## config.mk

```make
export PLATFORM = sky130hd
export DESIGN_NAME = pwm_demod
export DESIGN_NICKNAME = d
export VERILOG_FILES = /design/src/rtl/synth_pkg.sv /design/src/rtl/sync_edge.sv /design/src/rtl/pwm_demod.sv
export SDC_FILE = /design/constraint.sdc
export NUM_CORES = 1
export LEC_CHECK = 0
export CORE_MARGIN = 5
export CORE_UTILIZATION = 35
export DETAILED_ROUTE_END_ITERATION = 6
export HOLD_SLACK_MARGIN = 0.03
export MAX_ROUTING_LAYER = met4
export PLACE_DENSITY = 0.51
export SYNTH_ARGS = -nofsm -noshare
export SYNTH_HDL_FRONTEND = slang
export SYNTH_SLANG_ARGS = --single-unit
export TNS_END_PERCENT = 10
```

## constraint.sdc

```tcl
create_clock -name clk -period 4.1 [get_ports clk]
set_clock_uncertainty 0.1 [all_clocks]
set_input_delay 0.41 -clock clk [delete_from_list [all_inputs] [get_ports clk]]
set_output_delay 0.41 -clock clk [all_outputs]
set_load 0.05 [all_outputs]
```

## src/rtl/synth_pkg.sv

```systemverilog
// synth_pkg -- definitions shared by the synth PWM transmit stage and the
// PWM demodulator: frame geometry and the demodulator state encoding.
package synth_pkg;

    localparam int PWM_FRAME = 256;  // PWM frame length in clk cycles
    localparam int PWM_WIDTH = 8;    // sample width, PWM_FRAME = 2**PWM_WIDTH

    typedef enum logic [1:0] {
        HUNT = 2'd0,   // no frame timing known
        ACQ  = 2'd1,   // one boundary seen, waiting to confirm frame length
        LOCK = 2'd2    // frame length confirmed
    } demod_state_t;

endpackage

```

## src/rtl/sync_edge.sv

```systemverilog
// sync_edge -- multi-flop synchronizer for an asynchronous 1-bit input with
// rising-edge detect on the synchronized level.
//   clk    : system clock
//   rst    : synchronous active-high clear of all flops
//   d_i    : asynchronous input
//   lvl_o  : synchronized level (last synchronizer stage)
//   rise_o : lvl_o is 1 this cycle and was 0 the previous cycle
module sync_edge #(
    parameter int SYNC_STAGES = 2
) (
    input  logic clk,
    input  logic rst,
    input  logic d_i,
    output logic lvl_o,
    output logic rise_o
);

    logic [SYNC_STAGES-1:0] sync_q;
    logic                   prev_q;

    always_ff @(posedge clk) begin
        if (rst) begin
            sync_q <= '0;
            prev_q <= 1'b0;
        end else begin
            sync_q <= {sync_q[SYNC_STAGES-2:0], d_i};
            prev_q <= sync_q[SYNC_STAGES-1];
        end
    end

    assign lvl_o  = sync_q[SYNC_STAGES-1];
    assign rise_o = lvl_o & ~prev_q;

endmodule

```

## src/rtl/pwm_demod.sv

```systemverilog
// pwm_demod -- recovers WIDTH-bit samples from a 1-bit PWM stream in which
// every frame is FRAME cycles long and the line is high for `sample` cycles
// starting at the frame start.
//   clk      : system clock
//   rst      : synchronous active-high reset
//   en       : block enable; low clears to HUNT (sample_o is held)
//   pwm_i    : asynchronous PWM line
//   sample_o : last recovered sample, held between strobes
//   valid_o  : one-cycle strobe, sample_o updated this cycle
//   locked_o : frame timing verified (registered copy of state==LOCK)
//   err_o    : one-cycle strobe on a framing violation
module pwm_demod
    import synth_pkg::*;
#(
    parameter int FRAME       = PWM_FRAME,
    parameter int WIDTH       = PWM_WIDTH,
    parameter int SYNC_STAGES = 2
) (
    input  logic             clk,
    input  logic             rst,
    input  logic             en,
    input  logic             pwm_i,
    output logic [WIDTH-1:0] sample_o,
    output logic             valid_o,
    output logic             locked_o,
    output logic             err_o
);

    // cnt_q counts cycles after the boundary cycle, so the cycle in which it
    // reads FRAME-1 is the FRAME-th cycle of the frame: a rise there closes
    // a correctly sized frame, and no rise there is a timeout.
    localparam logic [WIDTH:0] CNT_LAST = (WIDTH+1)'(FRAME - 1);
    localparam logic [WIDTH:0] HI_FULL  = (WIDTH+1)'(FRAME);

    logic         clr;
    logic         lvl, rise;
    demod_state_t state_q, state_d;
    logic [WIDTH:0] cnt_q, cnt_d;
    logic [WIDTH:0] hcnt_q, hcnt_d;
    logic         full, bnd, emit, err;

    assign clr = rst | ~en;

    sync_edge #(.SYNC_STAGES(SYNC_STAGES)) u_sync (
        .clk    (clk),
        .rst    (clr),
        .d_i    (pwm_i),
        .lvl_o  (lvl),
        .rise_o (rise)
    );

    assign full = (cnt_q == CNT_LAST);

    always_comb begin
        state_d = state_q;
        bnd     = 1'b0;
        emit    = 1'b0;
        err     = 1'b0;
        case (state_q)
            HUNT: begin
                if (rise) begin
                    state_d = ACQ;
                    bnd     = 1'b1;
                end else if (full) begin
                    bnd = 1'b1;
                end
            end
            default: begin  // ACQ, LOCK
                if (rise) begin
                    bnd = 1'b1;
                    if (full) begin
                        emit    = 1'b1;
                        state_d = LOCK;
                    end else begin
                        err     = 1'b1;
                        state_d = ACQ;
                    end
                end else if (full) begin
                    bnd = 1'b1;
                    // No rise at the frame end: either the next frame is a
                    // zero sample (emit) or the line has been stuck high.
                    if (hcnt_q < HI_FULL) begin
                        emit    = 1'b1;
                        state_d = LOCK;
                    end else begin
                        err     = 1'b1;
                        state_d = HUNT;
                    end
                end
            end
        endcase

        // The boundary cycle already belongs to the new frame, so the high
        // count restarts from its level rather than from zero.
        cnt_d  = bnd ? '0 : cnt_q + (WIDTH+1)'(1);
        hcnt_d = bnd ? (WIDTH+1)'(lvl) : hcnt_q + (WIDTH+1)'(lvl);
    end

    always_ff @(posedge clk) begin
        if (clr) begin
            state_q  <= HUNT;
            cnt_q    <= '0;
            hcnt_q   <= '0;
            valid_o  <= 1'b0;
            err_o    <= 1'b0;
            locked_o <= 1'b0;
        end else begin
            state_q  <= state_d;
            cnt_q    <= cnt_d;
            hcnt_q   <= hcnt_d;
            valid_o  <= emit;
            err_o    <= err;
            locked_o <= (state_q == LOCK);
        end
    end

    // Only a real reset clears the sample; disabling holds the last value.
    always_ff @(posedge clk) begin
        if (rst) begin
            sample_o <= '0;
        end else if (en && emit) begin
            sample_o <= hcnt_q[WIDTH-1:0];
        end
    end

endmodule

```

== After elaboration in Yosys (flattened, before gate mapping) ==
Cells that the tools add are included.

* Muxes and demuxes: 17
* Equal/unequal tests: 3
* Add/subtract/negate cells: 2
* Magnitude comparators: 1
* Reduce and logical (&&, ||, !) cells: 6
* Bitwise logic cells: 4

{| class="wikitable"
|+ Operator list
! operator !! count
|-
| 2-bit 2-to-1 mux || 6
|-
| 1-bit 2-to-1 mux || 11
|-
| 9-bit by 1-bit adder with 9-bit output || 1
|-
| 9-bit by 1-bit adder with 9-bit output, second input constant || 1
|-
| 9-bit by 8-bit == test with 1-bit output, second input constant || 1
|-
| 9-bit less-than comparator, second input constant || 1
|-
| 2-bit OR reduction || 2
|-
| 2-bit == test, second input constant || 1
|-
| 2-bit zero test || 1
|-
| 2-bit != test, second input constant || 1
|-
| 1-bit inverter || 2
|-
| 2-bit AND reduction || 1
|-
| 2-bit nonzero test || 1
|-
| 1-bit bitwise AND || 1
|-
| 1-bit logical AND || 1
|-
| 1-bit OR || 1
|}

* Word-level logic and storage cells: 43
* Output and inout port bits: 11
* Register bits after elaboration: 34

== Depth between registers and ports, before layout ==
* Word-level depth: 6
* Gate-level depth with buffers: 7
* Gate-level depth less buffers: 7

== By module ==
From an unflattened synthesis, not the netlist that was laid out.

* Cell total of the unflattened synthesis: 141
* Area, all modules: 1317.5 sq um

{| class="wikitable"
|+ Modules (own cells, without submodules)
! module !! seq. area each (sq um) !! cells an instance !! times used !! area each (sq um)
|-
| pwm_demod || 620.6 || 134 || 1 || 1229.9
|-
| sync_edge || 60.1 || 7 || 1 || 87.6
|}

== Worst setup path after synthesis ==
No wires, ideal clock.

* Path type: register -> register
* From: register cnt_q[0]
* To: register sample_o[0]
* Library setup time: 0.072 ns
* Data arrival time: 1.828 ns
* Cell stages (with the launch flop): 8
* Slack: 2.100 ns
* Period minus slack after synthesis: 2.000 ns
* Cells stage by stage: dfxtp_1 -> ha_1 -> inv_1 -> nor3_1 -> ha_1 -> o21ai_2 -> a211oi_4 -> mux2i_1

* Word-level cells in the longest chain between the ends: 5
* Elaborated cells on any way between the ends: 6

{| class="wikitable"
|+ RTL lines
! what !! line !! RTL
|-
| start, declared || pwm_demod.sv:38 || <nowiki>logic [WIDTH:0] cnt_q, cnt_d;</nowiki>
|-
| start signal, assigned || pwm_demod.sv:109 || <nowiki>cnt_q <= cnt_d;</nowiki>
|-
| 9-bit by 8-bit == test with 1-bit output (*) || pwm_demod.sv:52 || <nowiki>assign full = (cnt_q == CNT_LAST);</nowiki>
|-
| 1-bit 2-to-1 mux (on tied branches) || pwm_demod.sv:78, pwm_demod.sv:71 ||
|-
| 1-bit 2-to-1 mux (*) || pwm_demod.sv:69 || <nowiki>if (rise) begin</nowiki>
|-
| 1-bit 2-to-1 mux (*) || pwm_demod.sv:59 || <nowiki>case (state_q)</nowiki>
|-
| 1-bit logical AND (*) || pwm_demod.sv:121 || <nowiki>end else if (en && emit) begin</nowiki>
|-
| end signal, assigned || pwm_demod.sv:122 || <nowiki>sample_o <= hcnt_q[WIDTH-1:0];</nowiki>
|-
| end, declared || pwm_demod.sv:23 || <nowiki>output logic [WIDTH-1:0] sample_o,</nowiki>
|}

Mark *: on every way between the ends. The rest lies on a longest branch, timed or not.
A chain may end at the register's enable or synchronous reset.

== Worst setup path after layout ==
* From: register cnt_q[0]
* To: register sample_o[7]

The elaborated chain is that of the path after synthesis.

==> results_dict.tcl <==
set metrics [dict create \
    outcome "finished, final reports clean" \
    fmax_mhz 433.1 \
    worst_setup_path_start_kind "register" \
    synthXorXnorAreaFrac 0.03804 \
    power.density_nw_per_um2 381.5 \
    fin_crit_sh 0.5632 \
    antenna_found_initial 0 \
    cts_hold_buf 0 \
    ant_nets 0 \
    ys_warn_count 0 \
    power_uw 640.6 \
    cp-startpoint "cnt_q[0]$_SDFF_PP0_" \
    tns_ps 0 \
    synthFlopType "dfxtp_1" \
    finalHoldViolations 0 \
    yosys.area_share.adder 0.03623 \
    portBuffers 14 \
    syn_avg_cell_area_sq_um 9.526 \
    core_area_sq_um 3744 \
    die_height_um 72.82 \
    dr.pass1.iters 4 \
    ys_ff_latch 34 \
    final_layout_size_suffix_gt1_frac 0.06061 \
    cts-resized-gates 0 \
    cts_sinks 34 \
    synth_compound_gate_area_share 0.09511 \
    yosysTopAreaCell "dfxtp_1" \
    grt_max_degree 19 \
    syn_to_final_growth_pct 21.56 \
    clockRootBuffer "clkbuf_8" \
    grt_pass1_vias 929 \
    synth_top_cell_area_share 0.4928 \
    ios 15 \
    track_usage 0.1046 \
    synth-edff-count 0 \
    viasPerCell 4.676 \
    drc 0 \
    grt_pass1_wl_um 4146 \
    synth_top_family_by_area "simple AND/OR/NAND/NOR gates" \
    critPathCaptureType "register" \
    peakVddDrop_uv 257.7 \
    synth_area_leaders "dfxtp_1, nand2b_1, mux2i_1, a21oi_1, ha_1" \
    dr.first_iter.drc_count 21 \
    globalplace.congestion 0.7808 \
    synthCells 145 \
    setup_violations 0 \
    drv_slew 0 \
    antenna_cells 0 \
    r2r-start "cnt_q[0]$_SDFF_PP0_" \
    die_x_um 72.82 \
    start_util 0.3690 \
    clock_latency_ps 280 \
    path_class "register to register" \
    htreeDepth 2 \
    dp_hpwl_um 1708 \
    async_flop_share 0 \
    synthSimpleGateAreaFrac 0.2545 \
    cts_buffers 5 \
    fin_nets 172 \
    seq_area_frac_synth 0.4928 \
    cts_buffer_depth 2 \
    layout_min_cycle_time_ps 2309 \
    wl_per_cell_um 10.97 \
    worstHoldStart "u_sync.sync_q[0]$_SDFF_PP0_" \
    grt-ovfl-total 0 \
    wl_um 2336 \
    required_ps 4210 \
    rsz0062_at_grt "no" \
    postCtsSetupRepairBufs 0 \
    synth_cell_types 27 \
    worst_pin_slew_ps 670.0 \
    clk_pin_slew_ps 70 \
    arrival_ps 2420 \
    min_path_type "register to register" \
    cts_tree "built" \
    cellLeakagePower_uw 0.0005408 \
    row_count 22 \
    yosysMostFrequentCell "dfxtp_1" \
    muxShareOfSynthArea 0.05797 \
    dieArea_sq_um 5303 \
    num_vias 996 \
    synthTopCellsByCount "dfxtp_1, nand2b_1, nor2_1, a21oi_1, o21ai_0" \
    syn_nets 153 \
    final_util 0.4485 \
    slew-limit-headroom 0.5520 \
    maxCapViolations 0 \
    crit_fanout 8 \
    synth.cell_area_sq_um 1381 \
]
==> per-layer routing <==
metal  wire [um]  vias up  share of wire  global-route usage
li1            -      530              -                   -
met1        1084      449           0.46              0.1243
met2        1100       13           0.47              0.1473
met3         123        4          0.053             0.04959
met4          27        0          0.012             0.05123
met5           0        -              0                   -
==> placed cells by master, fill, tap and decap left out, types with 2 or more instances in the layout <==
master,instances
a21oi_1,10
clkbuf_8,5
nand3_1,8
inv_1,7
nand2_1,3
and3_1,2
o21ai_0,9
nor2_1,11
and2_1,3
clkbuf_1,2
xor2_1,3
mux2i_1,8
nand4_1,3
nand2b_1,19
xnor2_1,3
ha_1,4
or3_1,7
dfxtp_1,34
clkdlybuf4s50_1,14
==> logic make-up after synthesis <==
logic type | Yosys count
xor+xnor | 6
compound gates | 22
fa+ha+maj | 4
mux | 8
simple gates | 62
buf+inv | 9
flops | 34
==> stage by stage <==
step	hold WS, ps	cells	worst slack [ps]	area (sq um)
after floorplan	305.7	145	2100	1381
after global placement	317.8	205	1697	1573
after detailed placement	320.3	205	1640	1573
after CTS	342.4	213	1716	1679
after global routing	391.9	213	1512	1679
final	332.5	213	1791	1679
==> worst max-delay path: stages, from the launching register on <==
cell and delay [ps]:
dfxtp_1 390, ha_1 240, inv_1 80, nor3_1 210, ha_1 320, o21ai_2 130
a211oi_4 530, mux2i_1 250
==> report_power, final <==
group / leakage, uW / internal, uW / switching, uW
clock: 0.0000524 / 182 / 110
sequential: 0.000274 / 332 / 1.58
combinational: 0.000214 / 7.20 / 7.87
total: 0.000541 / 521 / 120
==> cell type report <==
type	count	area, sq um
clock buffer	7	76.32
clock inverter	1	30.03
fill	395	2064
inverter	7	26.28
multi-input combinational	102	665.6
sequential	34	680.7
tap	48	60.06
timing repair buffer	14	140.1
==> worst paths after layout <==
path | end | slack [ps] | depth (start not counted)
max reg2reg | sample_o[7]$_SDFFE_PP0P_ | 1790 | 7
min reg2reg | u_sync.sync_q[1]$_SDFF_PP0_ | 330 | 1
min | u_sync.sync_q[1]$_SDFF_PP0_ | 330 | 1
max | sample_o[7]$_SDFFE_PP0P_ | 1790 | 7
==> state kept, by name (all words and copies together), names as in the netlist <==
name           flops
locked_o           1
u_sync.sync_q      2
u_sync.prev_q      1
hcnt_q             9
valid_o            1
err_o              1
sample_o           8
cnt_q              9
state_q            2
Power figures use the tool's default switching activity.
